$ cat src/rtl/cp0_core_regs_if.sv
// CP0 register-block bus: MFC0/MTC0 port, exception/ERET commit
// strobes and the state outputs seen by pipeline control.
//  master : pipeline side (drives strobes, reads state)
//  slave  : cp0_core_regs (consumes strobes, drives state)
interface cp0_core_regs_if;
   logic        we;
   logic [4:0]  waddr;
   logic [31:0] wdata;
   logic [4:0]  raddr;
   logic [31:0] rdata;
   logic        exc_valid;
   logic [4:0]  exc_code;
   logic        exc_bd;
   logic [31:0] exc_pc;
   logic        exc_badv_we;
   logic [31:0] exc_badvaddr;
   logic        eret;
   logic [31:0] epc_out;
   logic [31:0] status_out;
   logic [31:0] cause_out;
   logic        int_req;

   modport master (
      output we, waddr, wdata, raddr,
      output exc_valid, exc_code, exc_bd, exc_pc,
      output exc_badv_we, exc_badvaddr, eret,
      input  rdata, epc_out, status_out, cause_out, int_req
   );

   modport slave (
      input  we, waddr, wdata, raddr,
      input  exc_valid, exc_code, exc_bd, exc_pc,
      input  exc_badv_we, exc_badvaddr, eret,
      output rdata, epc_out, status_out, cause_out, int_req
   );
endinterface

$ cat src/rtl/cp0_core_regs.sv
// MIPS32 CP0 registers: BadVAddr/Count/Compare/Status/Cause/EPC/PRId/Config
// Ports: clk, rst (async high), hw_int[5:0], bus (cp0_core_regs_if.slave)
module cp0_core_regs #(
   parameter int          COUNT_DIV    = 2,
   parameter logic [31:0] PRID_VALUE   = 32'h0000_4220,
   parameter logic [31:0] CONFIG_VALUE = 32'h0000_8000,
   parameter int          TIMER_IP     = 5,
   parameter bit          HW_INT_SYNC  = 1'b1
) (
   input  logic             clk,
   input  logic             rst,
   input  logic [5:0]       hw_int,
   cp0_core_regs_if.slave   bus
);

   localparam int PW = (COUNT_DIV > 1) ? $clog2(COUNT_DIV) : 1;

   logic [31:0]   count;
   logic [31:0]   compare;
   logic [31:0]   epc;
   logic [31:0]   badvaddr;
   logic [PW-1:0] pre;
   logic [7:0]    im;
   logic          exl;
   logic          ie;
   logic          bd;
   logic          ti;
   logic [5:0]    ip_hw;
   logic [1:0]    ip_sw;
   logic [4:0]    exc_code_q;
   logic [5:0]    hw_s;
   logic [5:0]    tmask;
   logic [7:0]    ip;
   logic [31:0]   status;
   logic [31:0]   cause;
   logic [31:0]   count_inc;
   logic          tick;
   logic          wr_count;
   logic          wr_compare;
   logic          ti_hit;

   assign wr_count   = bus.we && (bus.waddr == 5'd9);
   assign wr_compare = bus.we && (bus.waddr == 5'd11);
   assign tick       = (pre == PW'(COUNT_DIV - 1));
   assign count_inc  = count + 32'd1;
   // A Count write on a tick cycle overrides the increment and cannot fire TI.
   assign ti_hit     = tick && !wr_count && (count_inc == compare);

   always_ff @(posedge clk or posedge rst) begin
      if (rst) begin
         count <= '0;
         pre   <= '0;
      end else if (wr_count) begin
         count <= bus.wdata;
         pre   <= '0;
      end else if (tick) begin
         count <= count_inc;
         pre   <= '0;
      end else begin
         pre   <= pre + 1'b1;
      end
   end

   always_ff @(posedge clk or posedge rst) begin
      if (rst) begin
         compare <= '0;
         ti      <= 1'b0;
      end else begin
         if (wr_compare)
            compare <= bus.wdata;
         if (wr_compare)
            ti <= 1'b0;
         else if (ti_hit)
            ti <= 1'b1;
      end
   end

   // The IP register itself is the second synchroniser flop.
   generate
      if (HW_INT_SYNC) begin : g_sync
         logic [5:0] hw_s1;
         always_ff @(posedge clk or posedge rst) begin
            if (rst)
               hw_s1 <= '0;
            else
               hw_s1 <= hw_int;
         end
         assign hw_s = hw_s1;
      end else begin : g_nosync
         assign hw_s = hw_int;
      end
   endgenerate

   always_ff @(posedge clk or posedge rst) begin
      if (rst)
         ip_hw <= '0;
      else
         ip_hw <= hw_s;
   end

   // TI is merged combinationally so IP follows TI in the same cycle.
   always_comb begin
      tmask           = '0;
      tmask[TIMER_IP] = ti;
   end

   assign ip = {ip_hw | tmask, ip_sw};

   always_ff @(posedge clk or posedge rst) begin
      if (rst) begin
         im         <= '0;
         exl        <= 1'b0;
         ie         <= 1'b0;
         bd         <= 1'b0;
         ip_sw      <= '0;
         exc_code_q <= '0;
         epc        <= '0;
         badvaddr   <= '0;
      end else if (bus.exc_valid) begin
         exc_code_q <= bus.exc_code;
         exl        <= 1'b1;
         if (!exl) begin
            epc <= bus.exc_bd ? bus.exc_pc - 32'd4 : bus.exc_pc;
            bd  <= bus.exc_bd;
         end
         if (bus.exc_badv_we)
            badvaddr <= bus.exc_badvaddr;
      end else if (bus.eret) begin
         exl <= 1'b0;
      end else if (bus.we) begin
         case (bus.waddr)
            5'd12: begin
               im  <= bus.wdata[15:8];
               exl <= bus.wdata[1];
               ie  <= bus.wdata[0];
            end
            5'd13: ip_sw <= bus.wdata[9:8];
            5'd14: epc   <= bus.wdata;
            default: ;
         endcase
      end
   end

   assign status = {9'b0, 1'b1, 6'b0, im, 6'b0, exl, ie};
   assign cause  = {bd, ti, 14'b0, ip, 1'b0, exc_code_q, 2'b0};

   always_comb begin
      case (bus.raddr)
         5'd8:    bus.rdata = badvaddr;
         5'd9:    bus.rdata = count;
         5'd11:   bus.rdata = compare;
         5'd12:   bus.rdata = status;
         5'd13:   bus.rdata = cause;
         5'd14:   bus.rdata = epc;
         5'd15:   bus.rdata = PRID_VALUE;
         5'd16:   bus.rdata = CONFIG_VALUE;
         default: bus.rdata = '0;
      endcase
   end

   assign bus.epc_out    = epc;
   assign bus.status_out = status;
   assign bus.cause_out  = cause;
   assign bus.int_req    = ie & ~exl & (|(ip & im));

endmodule
$ cat src/flat_wrapper.sv
// flat-port wrapper written by rule: the top's interface ports become plain ports
module cp0_core_regs_flat 
#(
   parameter int          COUNT_DIV    = 2,
   parameter logic [31:0] PRID_VALUE   = 32'h0000_4220,
   parameter logic [31:0] CONFIG_VALUE = 32'h0000_8000,
   parameter int          TIMER_IP     = 5,
   parameter bit          HW_INT_SYNC  = 1'b1
)
  (clk, rst, hw_int, bus_we, bus_waddr, bus_wdata, bus_raddr, bus_exc_valid, bus_exc_code, bus_exc_bd, bus_exc_pc, bus_exc_badv_we, bus_exc_badvaddr, bus_eret, bus_rdata, bus_epc_out, bus_status_out, bus_cause_out, bus_int_req);
  cp0_core_regs_if bus_i ();
  input  logic clk;
  input  logic rst;
  input  logic [5:0] hw_int;
  input wire logic [$bits(bus_i.we)-1:0] bus_we;
  input wire logic [$bits(bus_i.waddr)-1:0] bus_waddr;
  input wire logic [$bits(bus_i.wdata)-1:0] bus_wdata;
  input wire logic [$bits(bus_i.raddr)-1:0] bus_raddr;
  input wire logic [$bits(bus_i.exc_valid)-1:0] bus_exc_valid;
  input wire logic [$bits(bus_i.exc_code)-1:0] bus_exc_code;
  input wire logic [$bits(bus_i.exc_bd)-1:0] bus_exc_bd;
  input wire logic [$bits(bus_i.exc_pc)-1:0] bus_exc_pc;
  input wire logic [$bits(bus_i.exc_badv_we)-1:0] bus_exc_badv_we;
  input wire logic [$bits(bus_i.exc_badvaddr)-1:0] bus_exc_badvaddr;
  input wire logic [$bits(bus_i.eret)-1:0] bus_eret;
  output wire logic [$bits(bus_i.rdata)-1:0] bus_rdata;
  output wire logic [$bits(bus_i.epc_out)-1:0] bus_epc_out;
  output wire logic [$bits(bus_i.status_out)-1:0] bus_status_out;
  output wire logic [$bits(bus_i.cause_out)-1:0] bus_cause_out;
  output wire logic [$bits(bus_i.int_req)-1:0] bus_int_req;
  assign bus_i.we = bus_we;
  assign bus_i.waddr = bus_waddr;
  assign bus_i.wdata = bus_wdata;
  assign bus_i.raddr = bus_raddr;
  assign bus_i.exc_valid = bus_exc_valid;
  assign bus_i.exc_code = bus_exc_code;
  assign bus_i.exc_bd = bus_exc_bd;
  assign bus_i.exc_pc = bus_exc_pc;
  assign bus_i.exc_badv_we = bus_exc_badv_we;
  assign bus_i.exc_badvaddr = bus_exc_badvaddr;
  assign bus_i.eret = bus_eret;
  assign bus_rdata = bus_i.rdata;
  assign bus_epc_out = bus_i.epc_out;
  assign bus_status_out = bus_i.status_out;
  assign bus_cause_out = bus_i.cause_out;
  assign bus_int_req = bus_i.int_req;
  cp0_core_regs #(.COUNT_DIV(COUNT_DIV), .PRID_VALUE(PRID_VALUE), .CONFIG_VALUE(CONFIG_VALUE), .TIMER_IP(TIMER_IP), .HW_INT_SYNC(HW_INT_SYNC)) u_core (.clk(clk), .rst(rst), .hw_int(hw_int), .bus(bus_i));
endmodule
$ cat config.mk
export PLATFORM = sky130hd
export DESIGN_NAME = cp0_core_regs_flat
export DESIGN_NICKNAME = d
export VERILOG_FILES = /design/src/rtl/cp0_core_regs_if.sv /design/src/rtl/cp0_core_regs.sv /design/src/flat_wrapper.sv
export SDC_FILE = /design/constraint.sdc
export NUM_CORES = 1
export LEC_CHECK = 0
export BUFFER_PORTS_ARGS = -buffer_cell sky130_fd_sc_hd__buf_2
export CAP_MARGIN = 20
export CELL_PAD_IN_SITES_DETAIL_PLACEMENT = 0
export CELL_PAD_IN_SITES_GLOBAL_PLACEMENT = 1
export CORE_MARGIN = 10
export CORE_UTILIZATION = 44
export CTS_CLUSTER_DIAMETER = 200
export DETAILED_ROUTE_END_ITERATION = 16
export PLACE_DENSITY = 0.89
export SLEW_MARGIN = 20
export SYNTH_ARGS = -nofsm -noshare
export SYNTH_HDL_FRONTEND = slang
export SYNTH_SLANG_ARGS = --single-unit
$ cat constraint.sdc
create_clock -name clk -period 9.4 [get_ports clk]
set_input_delay 0.47 -clock clk [delete_from_list [all_inputs] [get_ports clk]]
set_output_delay 0.47 -clock clk [all_outputs]
set_load 0.005 [all_outputs]
# Word level (Yosys, flattened, before mapping)
# Index checks and enable logic that the tools add are counted.
[classes] n_addsub=3 n_eq_ne=16 mux=17 n_bitwise=7 n_reduce_logical=18
[ops] operator="2-to-1 mux 32 bit" n=8
[ops] operator="one-hot mux 32 bit (8 select lines)" n=1
[ops] operator="== test 5 x 4 -> 1 bit, second input constant" n=12
[ops] operator="adder 32 x 1 -> 32 bit, second input constant" n=1
[ops] operator="== test 32 bit" n=1
[ops] operator="subtractor 32 x 3 -> 32 bit, second input constant" n=1
[ops] operator="AND reduction 4 bit" n=3
[ops] operator="AND 8 bit" n=1
[ops] operator="2-to-1 mux 1 bit" n=8
[ops] operator="nonzero test 2 bit" n=4
[ops] operator="OR reduction 8 bit" n=1
[ops] operator="bitwise OR 6 bit" n=1
[ops] operator="AND reduction 2 bit" n=3
[ops] operator="nonzero test 3 bit" n=2
[ops] operator="== test 5 bit, second input constant" n=1
[ops] operator="logical AND 1 bit" n=4
[ops] operator="!= test 2 bit, second input constant" n=2
[ops] operator="inverter 1 bit" n=3
[ops] operator="AND 1 bit" n=2
[ops] operator="adder 1 bit, second input constant" n=1
[ops] operator="zero test 1 bit" n=1
[word_totals] regBits=160 input_bits=124 out_inout_bits=129

# Longest topological paths before layout
[logic_depth] ltp_word=7 mapped_depth=9

# Worst setup path after synthesis
# OpenSTA, ideal clock, no wires.
[synth_path] kind="input to register" from="in bus_exc_pc[14]" to="reg u_core.epc[26] (netlist: u_core.bus.epc_out[26])" setup_time_ps=118 t_arrival_ps=2604 t_required_ps=9282 path_slack_ps=6678 cell_stages=7 n_path_buf=0 cell_sequence="or4_4 or4_4 or3_4 or3_4 xor2_1 a211oi_2 a21o_1"
[synth_between] elab_chain_cells=4
[synth_rtl] item="start: declaration" line_no="flat_wrapper.sv:22" rtl="input wire logic [$bits(bus_i.exc_pc)-1:0] bus_exc_pc;"
[synth_rtl] item="subtractor 32 x 3 -> 32 bit" line_no="cp0_core_regs.sv:123" rtl="epc <= bus.exc_bd ? bus.exc_pc - 32'd4 : bus.exc_pc;"
[synth_rtl] item="2-to-1 mux 32 bit" line_no="cp0_core_regs.sv:123"
[synth_rtl] item="2-to-1 mux 32 bit" line_no="cp0_core_regs.sv:122" rtl="if (!exl) begin"
[synth_rtl] item="2-to-1 mux 32 bit" line_no="cp0_core_regs.sv:119" rtl="end else if (bus.exc_valid) begin"
[synth_rtl] item="end signal: assignment" line_no="cp0_core_regs.sv:123"
[synth_rtl] item="end signal: assignment" line_no="cp0_core_regs.sv:138" rtl="5'd14: epc <= bus.wdata;"
[synth_rtl] item="end: declaration" line_no="cp0_core_regs.sv:20" rtl="logic [31:0] epc;"
# Every way passes these cells. The select of a mux whose other input is x is not followed.
# A chain may end at the register's enable or synchronous reset.

# Worst setup path in the final report
[layout_path] from="in bus_raddr[1]" to="out bus_rdata[15]"
[layout_between] elab_chain_cells=2 elab_cells_between_ends=9 classes_between="eq/ne: 8; mux: 1"
[layout_rtl] item="start: declaration" line_no="flat_wrapper.sv:18" rtl="input wire logic [$bits(bus_i.raddr)-1:0] bus_raddr;"
[layout_rtl] item="== test 5 bit or == test 5 x 4 -> 1 bit (tied branches)" line_no="cp0_core_regs.sv:148" rtl="case (bus.raddr)"
[layout_rtl] item="one-hot mux 32 bit (8 select lines) *" line_no="cp0_core_regs.sv:148"
[layout_rtl] item="end: declaration" line_no="flat_wrapper.sv:26" rtl="output wire logic [$bits(bus_i.rdata)-1:0] bus_rdata;"
# Every way passes the cells marked *; elsewhere a longest branch is shown, timed or not.

==> flow_summary.json <==
{
  "numCtsBuffers": 17,
  "skew_ns": 0.0104,
  "grtUsageMet3_pct": 6.44,
  "via_per_inst": 5.70,
  "outcome": "finished, final reports clean",
  "synth_cells": 1032,
  "multi_input_area_um2": 5300,
  "setup_violations": 0,
  "rows": 54,
  "io_pins": 253,
  "slowest_delay_ns": 0.66,
  "fillerInstances": 2043,
  "seq_area_um2": 4000,
  "overflow": 0,
  "num_vias": 8494,
  "drtIter0Drc": 859,
  "cts_buffer_depth": 2,
  "final_nets": 1320,
  "clk_latency_ns": 0.44,
  "fin_util_pct": 52.5,
  "die_y_um": 169,
  "dpl.hpwl_um": 24700,
  "cpMaxStageDelayCell": "and3_1",
  "antenna_left": 0,
  "start_util_pct": 44.9,
  "power_density_nw_per_um2": 197,
  "areaGrowthSynthToFinish_pct": 17.0,
  "cts_tree": "yes",
  "synth-edff-count": 0,
  "gp_congestion": 0.935,
  "cpMostUsedCell": "buf_2",
  "worst-slew-pin-transition_ns": 1.05,
  "path_class": "in -> out",
  "clock_sinks": 160,
  "drt-total-wl_um": 32400,
  "hold_class": "in -> reg",
  "route.detailed.drc": 0,
  "grt_first_pass_wirelength_um": 49000,
  "max-cap-violations": 0,
  "use_met1_pct": 28.3,
  "tns_ns": 0,
  "fin_crit_ns": 3.34,
  "ys_warn_count": 0,
  "grt_pass1_vias": 8264,
  "clkTransAtPathRegs_ns": 0.07,
  "rsz0062_at_grt": "no",
  "antenna_found_initial": 5,
  "wire_per_inst_um": 21.7,
  "synth_seq_cells": 160,
  "leakage_nw": 5.08,
  "maxSlewHeadroom_pct": 29.6,
  "endpoint_kind": "primary output",
  "final-hold-violation-count": 0,
  "cp.arrival_ns": 2.87,
  "h-tree-depth": 4,
  "syn_area_per_cell_um2": 9.52,
  "grt_busiest_layer": "met2",
  "critPathLaunchType": "input port",
  "synthFlopType": "dfrtp_1",
  "grtUsageTotal_pct": 21.8,
  "crit_required_ns": 8.93,
  "crit_fanout": 55,
  "use_met2_pct": 34.6,
  "cts_root_buf": "clkbuf_16",
  "die_w_um": 169,
  "async_flop_share_pct": 100,
  "fp.dieArea_um2": 28700,
  "period_share_pct": 35.6,
  "maxClockFrequency_ghz": 0.299,
  "cts_resized": 0,
  "core-area_um2": 21900,
  "synth_area_um2": 9830,
  "crit_chain": "buf_2 > buf_4 > nor2b_1 > and3_1 > a21oi_1 > o21ai_0 > buf_2",
  "synth_seq_area_share_pct": 40.7,
  "ir_worst_vdd_mv": 0.151,
  "port-buffer-count": 213,
  "postCtsSetupRepairBufs": 0,
  "synth_cell_types": 67,
  "hold_buffers": 0,
  "grt_max_degree": 88,
  "dr.pass1.iters": 9,
  "slew_violations": 0,
  "layout-drive-gt1-share_pct": 32.0
}
==> worst max-delay path, delay by kind of cell <==
kind | cells | cell delay, ns
simple gates | 2 | 1.24
buf+inv | 3 | 0.83
compound gates | 2 | 0.29
==> registers in the layout (all words and copies together) (netlist names) <==
| name | flops |
|---|---|
| u_core.badvaddr | 32 |
| u_core.exl | 1 |
| u_core.pre | 1 |
| u_core.bd | 1 |
| u_core.bus.epc_out | 32 |
| u_core.exc_code_q | 5 |
| u_core.compare | 32 |
| u_core.ip_hw | 6 |
| u_core.g_sync.hw_s1 | 6 |
| u_core.count | 32 |
| u_core.ie | 1 |
| u_core.im | 8 |
| u_core.ip_sw | 2 |
| u_core.ti | 1 |
==> final timing paths <==
check                                        from                      to  slack, ns  cells after the start
min in group asynchronous                     rst   u_core.bus.epc_out[0]       0.20                      2
max                                  bus_raddr[1]           bus_rdata[15]       6.06                      7
min reg2reg                u_core.g_sync.hw_s1[0]         u_core.ip_hw[0]       0.35                      0
max in group asynchronous                     rst      u_core.compare[30]       7.65                      3
min                                     hw_int[1]  u_core.g_sync.hw_s1[1]       0.14                      1
max reg2reg                       u_core.count[3]               u_core.ti       6.36                      7
==> placed cells by master, fill, tap and decap left out, types with 5 or more instances in the layout <==
cell       count
a21oi_1       18
a22oi_1       36
and4_1         6
buf_2        213
buf_4         11
clkbuf_16     17
conb_1        39
dfrtp_1      160
inv_1         12
mux2_2       109
mux2i_1       21
nand2_1      128
nand3_1       25
nand4_1       12
nor2_1        31
nor2b_1       11
nor3_1        22
nor3b_1        7
nor4_1        10
o21ai_0      101
o21ai_1        5
o22ai_1       15
or3_1          5
or4_1          5
xnor2_1       51
xor2_1        45
==> per-stage QoR <==
stage	setup slack [ns]	power (mW)	area, µm²	cells	hold slack [ns]
2_1_floorplan	4.61	1.33	9970	1069	0.331
3_3_place_gp	6.18	1.51	10900	1455	0.332
3_5_place_dp	6.10	1.52	10900	1455	0.337
4_1_cts	6.10	2.27	11500	1487	0.126
5_1_grt	5.95	2.37	11500	1490	0.136
6_report	6.06	2.27	11500	1491	0.135
==> metal layers <==
metal | wire length, µm | part of all wire, %
met3 | 2690 | 8.3
met4 | 621 | 1.9
met2 | 15400 | 48
met5 | 11 | 0.034
met1 | 13600 | 42
==> final cells by class <==
| cell class | count | share of cell area (%) |
|---|---|---|
| Inverter | 13 | 0.468 |
| Tap cell | 280 | 3.05 |
| Clock inverter | 11 | 1.34 |
| Timing Repair Buffer | 224 | 9.99 |
| Clock buffer | 21 | 4.18 |
| Multi-Input combinational cell | 778 | 46.1 |
| Antenna cell | 4 | 0.0870 |
| Sequential cell | 160 | 34.8 |
==> cells in the mapped netlist, types with 6 or more instances <==
cell | number | share of area [%]
nand4_1 | 12 | 0.76
dfrtp_1 | 160 | 41
nor3_1 | 22 | 1.1
o21ai_0 | 101 | 5.1
nor2b_1 | 12 | 0.76
mux2i_1 | 21 | 2.1
nor4_1 | 10 | 0.64
inv_1 | 13 | 0.50
nand2_1 | 128 | 4.9
nor2_1 | 32 | 1.2
o22ai_1 | 15 | 0.95
and4_1 | 6 | 0.53
buf_4 | 48 | 3.7
nand3_1 | 25 | 1.3
a21oi_1 | 18 | 0.92
clkbuf_1 | 46 | 1.8
a22oi_1 | 36 | 2.7
xor2_1 | 45 | 4.0
xnor2_1 | 51 | 4.5
mux2_2 | 109 | 12
buf_1 | 12 | 0.46
buf_2 | 11 | 0.56
nor3b_1 | 7 | 0.53
==> where the power goes <==
group | switching, mW | internal [mW]
clock network | 0.296 | 0.448
registers | 0.158 | 0.811
logic | 0.284 | 0.268
==> cell families after synthesis <==
group / Yosys count / share of synthesized area (%)
AOI/OAI and AO/OA: 213 / 13.2
xor gates and xnor gates: 96 / 8.56
adders and majority gates: 2 / 0.255
buffers and inverters: 131 / 6.99
DFF: 160 / 40.7
muxes: 130 / 14.6
other: 2 / 0.0764
and+or+nand+nor: 298 / 15.5
Power figures use the tool's default switching activity.
